[config.mk]
export PLATFORM = sky130hd
export DESIGN_NAME = cpa_sequencer
export DESIGN_NICKNAME = d
export VERILOG_FILES = /design/src/rtl/cpa_sequencer.sv
export SDC_FILE = /design/constraint.sdc
export NUM_CORES = 1
export LEC_CHECK = 0
export CAP_MARGIN = 20
export CORE_UTILIZATION = 55
export DETAILED_ROUTE_END_ITERATION = 8
export DONT_BUFFER_PORTS = 1
export HOLD_SLACK_MARGIN = 0.02
export PLACE_DENSITY = 0.71
export SETUP_SLACK_MARGIN = 0.3
export SYNTH_ARGS = -nofsm -noshare
export SYNTH_HDL_FRONTEND = slang
export SYNTH_SLANG_ARGS = --single-unit
[constraint.sdc]
create_clock -name clk -period 14.4 [get_ports clk]
set_clock_uncertainty 0.15 [all_clocks]
set_input_delay 1.44 -clock clk [delete_from_list [all_inputs] [get_ports clk]]
set_output_delay 1.44 -clock clk [all_outputs]
set_load 0.02 [all_outputs]
[src/rtl/cpa_sequencer.sv]
// Segmented carry-propagate adder: one SEG_LEN-bit prefix-adder slice per cycle, IDLE/RUN/DONE handshake.
// Optional CPA_SEQUENCER_EARLY_TERM_EN: finish early once the carry dies and the remaining operand segments are zero.
module cpa_sequencer #(
    parameter int SEG_LEN  = 16,
    parameter int NUM_SEGS = 4,
    localparam int W       = SEG_LEN * NUM_SEGS
) (
    input  logic         clk,
    input  logic         rst,
    input  logic         in_valid,
    output logic         in_ready,
    input  logic [W-1:0] a_in,
    input  logic [W-1:0] b_in,
    input  logic         cin,
    output logic         out_valid,
    input  logic         out_ready,
    output logic [W-1:0] sum,
    output logic         cout,
    output logic         busy
);

    localparam int IDXW = (NUM_SEGS > 1) ? $clog2(NUM_SEGS) : 1;
    localparam logic [IDXW-1:0] LAST_IDX = IDXW'(NUM_SEGS - 1);

    typedef enum logic [1:0] {IDLE, RUN, DONE} state_t;

    state_t              state, state_nxt;
    logic [W-1:0]        a_reg, b_reg;
    logic [IDXW-1:0]     idx;
    logic                carry;
    logic [SEG_LEN-1:0]  a_seg, b_seg;
    logic [SEG_LEN:0]    seg_res;
    logic                last_seg;
    logic                accept;

    // Kogge-Stone generate/propagate prefix adder; returns {carry_out, sum}.
    function automatic logic [SEG_LEN:0] prefix_add(input logic [SEG_LEN-1:0] x,
                                                    input logic [SEG_LEN-1:0] y,
                                                    input logic ci);
        logic [SEG_LEN-1:0] p, g, pk, gn, pn, c;
        p     = x ^ y;
        g     = x & y;
        g[0]  = g[0] | (p[0] & ci);
        pk    = p;
        for (int d = 1; d < SEG_LEN; d = d * 2) begin
            gn = g;
            pn = pk;
            for (int i = d; i < SEG_LEN; i++) begin
                gn[i] = g[i] | (pk[i] & g[i-d]);
                pn[i] = pk[i] & pk[i-d];
            end
            g  = gn;
            pk = pn;
        end
        c[0] = ci;
        for (int i = 1; i < SEG_LEN; i++) c[i] = g[i-1];
        return {g[SEG_LEN-1], p ^ c};
    endfunction

    assign accept = (state == IDLE) && in_valid;

    always_comb begin
        a_seg = '0;
        b_seg = '0;
        for (int s = 0; s < NUM_SEGS; s++) begin
            if (idx == IDXW'(s)) begin
                a_seg = a_reg[s*SEG_LEN +: SEG_LEN];
                b_seg = b_reg[s*SEG_LEN +: SEG_LEN];
            end
        end
    end

    assign seg_res = prefix_add(a_seg, b_seg, carry);

`ifdef CPA_SEQUENCER_EARLY_TERM_EN
    logic hi_zero;

    // Once the carry is dead, zero upper operand segments can only add zero.
    always_comb begin
        hi_zero = 1'b1;
        for (int s = 0; s < NUM_SEGS; s++) begin
            if (s > int'(idx) &&
                ((a_reg[s*SEG_LEN +: SEG_LEN] | b_reg[s*SEG_LEN +: SEG_LEN]) != '0))
                hi_zero = 1'b0;
        end
    end

    assign last_seg = (idx == LAST_IDX) || (!seg_res[SEG_LEN] && hi_zero);
`else
    assign last_seg = (idx == LAST_IDX);
`endif

    always_ff @(posedge clk or posedge rst) begin
        if (rst) state <= IDLE;
        else     state <= state_nxt;
    end

    always_comb begin
        state_nxt = state;
        case (state)
            IDLE:    if (in_valid)  state_nxt = RUN;
            RUN:     if (last_seg)  state_nxt = DONE;
            DONE:    if (out_ready) state_nxt = IDLE;
            default:                state_nxt = IDLE;
        endcase
    end

    always_comb begin
        in_ready  = (state == IDLE);
        busy      = (state == RUN);
        out_valid = (state == DONE);
    end

    // Operands are only meaningful after an accept, so they need no reset.
    always_ff @(posedge clk) begin
        if (accept) begin
            a_reg <= a_in;
            b_reg <= b_in;
        end
    end

    always_ff @(posedge clk or posedge rst) begin
        if (rst) begin
            idx   <= '0;
            carry <= 1'b0;
            sum   <= '0;
            cout  <= 1'b0;
        end else if (accept) begin
            idx   <= '0;
            carry <= cin;
            sum   <= '0;
            cout  <= 1'b0;
        end else if (state == RUN) begin
            for (int s = 0; s < NUM_SEGS; s++) begin
                if (idx == IDXW'(s)) sum[s*SEG_LEN +: SEG_LEN] <= seg_res[SEG_LEN-1:0];
            end
            carry <= seg_res[SEG_LEN];
            if (last_seg) cout <= seg_res[SEG_LEN];
            else          idx  <= idx + 1'b1;
        end
    end

endmodule

==> flow_summary.yaml <==
hold_path:
  worstHoldPathType: "reg -> reg"
logic_synthesis:
  yosysWarnings: 0
  synth_common_cells: "edfxtp_1 (128), nand2_1 (75), dfrtp_1 (70), nor2_1 (58), a21oi_1 (54)"
  syn_area_um2: 8110
  synth_cells: 633
  synth_top_area_share_pct: 47.4
  synth_top_area_cell: "edfxtp_1"
  syn_avg_cell_area_um2: 12.8
  yosys.cell_types.count: 38
  synth_seq_area_share_pct: 69.0
  synth_nets: 787
  async_flop_share_pct: 35.4
  synth_edf_count: 128
  synth.most_common_cell: "edfxtp_1"
  synth_area_leaders: "edfxtp_1 (47%), dfrtp_1 (22%), nand2_1 (3.5%), a22o_1 (3.3%), a21oi_1 (3.3%)"
  synth_seq_cells: 198
  synth_top_flop_cell: "edfxtp_1"
timing:
  fmax_mhz: 232
  rsz0062_at_grt: "false"
  hold_viol_final: 0
  setup_violations: 0
  maxSlewViolCount: 0
  period_share_pct: 29.9
  holdWs_ps: 463
  relSlewSlack_pct: 34.0
  worstMarginPinSlew_ps: 990
  timing.setup.tns_ps: 0
  setup_slack_ps: 10100
  min_period_ps: 4300
drt:
  drcViolationCount: 0
  wl_um: 16800
  wl_per_cell_um: 20.5
  drtIter0Drc: 400
  ant_nets: 0
  via_per_inst: 6.02
  vias: 4945
  dr.pass1.iters: 4
global_routing:
  grt_pass1_wl_um: 24800
  antenna_found_initial: 2
  grt_overflow: 0
  grt_usage_pct: 22.2
  grt_pass1_vias: 4636
  grt_max_degree: 85
setup_path:
  crit_required_ps: 14620
  worstSetupPathType: "reg -> reg"
  crit_path_top_delay_cell: "fa_1"
  critPathMaxFanout: 36
  crit_path_end_kind: "register"
  crit_arrival_ps: 4520
  r2r_slack_ps: 10100
  cpPeakStageDelay_ps: 450
  worstPathCellList: "inv_1 > ha_1 > buf_4 > nor2b_2 > a22oi_1 > nor2_1 > a21oi_1 > nor2_1 > a21oi_1 > fa_1 > inv_1 > fa_1 > a21o_1 > a221o_1 > a21boi_1 > o21ai_1 > xor2_1 > a22o_1"
  crit_path_start_kind: "register"
clock_tree:
  cts_max_level: 4
  postCtsSetupRepairBufs: 0
  hold_buffers: 0
  cts_buffers: 17
  worstSkewPairLatency_ps: 430
  cts_resized: 0
  clkTransAtPathRegs_ps: 70
  cts_root_buf: "clkbuf_16"
  ctsLongestPathBuffers: 2
  clock-sinks: 198
  cts_tree: "yes"
power_and_ir_drop:
  power_density_nw_per_um2: 288
  vdd_drop_max_mv: 0.143
  combPwrFrac_pct: 44.5
  power_mw: 2.54
  power_frac_seq_pct: 38.3
  switching_share_pct: 44.5
  p_clk_share_pct: 17.2
  p_int_mw: 1.41
  power.leakage_nw: 3.43
  power.switching_mw: 1.13
place:
  dp_slack_ps: 10080
  placed_cells: 787
  placed_cell_area_um2: 8270
  place_congestion: 0.843
  numPortBuffers: 0
  hpwl_um: 11800
layout:
  synthToLayoutAreaGrowth_pct: 8.93
  drive_above_1_share_pct: 6.92
  final_nets: 777
  design_area_um2: 8840
  fin_cells: 821
  fillCellCount: 1121
  post-route-util_pct: 61.0
floorplanning:
  dieArea_um2: 15200
  die_x_um: 123
  initial_core_util_pct: 56.0
  ios: 201
  die_h_um: 123
  rows: 44
  coreArea_um2: 14500
run_status:
  status: "completed"
run:
  drv_cap: 0
==> logic make-up (layout without fill, tap and decap cells) <==
| logic type | count (synthesis) | in the layout | share of synthesized area (%) |
|---|---|---|---|
| AOI/OAI and AO/OA | 203 | 203 | 16.3 |
| DFF | 198 | 198 | 69.0 |
| and+or+nand+nor | 150 | 150 | 7.43 |
| buffers and inverters | 44 | 47 | 2.04 |
| adders and majority gates | 21 | 21 | 3.42 |
| xor gates and xnor gates | 15 | 15 | 1.62 |
| muxes | 2 | 2 | 0.247 |
| other | 0 | 1 | 0 |
==> power by group through the flow <==
stage / registers [mW] / logic [mW] / clock network [mW]
CTS: 0.973 / 1.12 / 0.442
floorplan: 0.965 / 0.851 / 0
detailed placement: 0.985 / 1.12 / 0
global placement: 0.981 / 1.08 / 0
finish: 0.973 / 1.13 / 0.436
global route: 0.991 / 1.25 / 0.464
==> final cells by class <==
class / instances / area, um2 / area share (%)
inverters: 8 / 30.0 / 0.340
flip-flops and latches: 198 / 5600 / 63.3
clock inverters: 15 / 121 / 1.37
repair buffers: 7 / 65.1 / 0.736
multi-input cells: 391 / 2370 / 26.8
well taps: 184 / 230 / 2.61
clock buffers: 17 / 425 / 4.81
diodes: 1 / 2.50 / 0.0283
==> worst max-delay path: cells and delay by family, from the launching register on <==
family                   cells  cell delay, ps
XOR/XNOR                     1             320
AO/OA/AOI/OAI                8            1660
flip-flops                   1             420
buffers and inverters        3             530
AND/OR/NAND/NOR              3             350
adder cells (fa/ha/maj)      3             800
==> cells in the final DEF (no fill, tap or decap), types with 2 or more instances in the layout <==
cell type	Yosys	final
inv_8	0	4
fa_1	2	2
clkinv_2	0	2
edfxtp_1	128	128
xor2_1	8	8
ha_1	19	17
clkinvlp_4	0	2
nand2b_1	3	3
xnor2_1	7	7
ha_2	0	2
a21o_1	12	12
o31ai_1	19	19
clkbuf_16	0	17
nand4_1	3	3
a31oi_1	4	4
dfrtp_1	70	70
mux2i_1	2	2
o21a_1	2	2
o21ai_0	40	40
nand2_1	75	75
and3_1	2	2
a22o_1	31	31
a21oi_1	54	54
nor2_1	58	57
clkinv_4	0	4
buf_4	0	6
a22oi_1	30	30
nand3_1	2	2
and2_1	2	2
clkinv_1	0	2
o21ai_1	2	2
a211oi_1	3	3
inv_1	8	7
==> per-layer routing <==
metal	wire length (um)	vias up	GRT usage, %
li1	-	2329	-
met1	7350	2373	28.8
met2	7500	220	33.4
met3	1740	21	9.87
met4	218	2	7.00
met5	13	-	0
==> final timing paths <==
kind,startpoint,endpoint,depth (start not counted)
worst max-delay path,idx[1],sum[12],18
worst min-delay path,idx[1],idx[1],2
worst max register to register,idx[1],sum[12],18
worst min register to register,idx[1],idx[1],2
max in group asynchronous,rst,sum[13],2
min in group asynchronous,rst,sum[37],2
(Power assumes the default switching activity.)
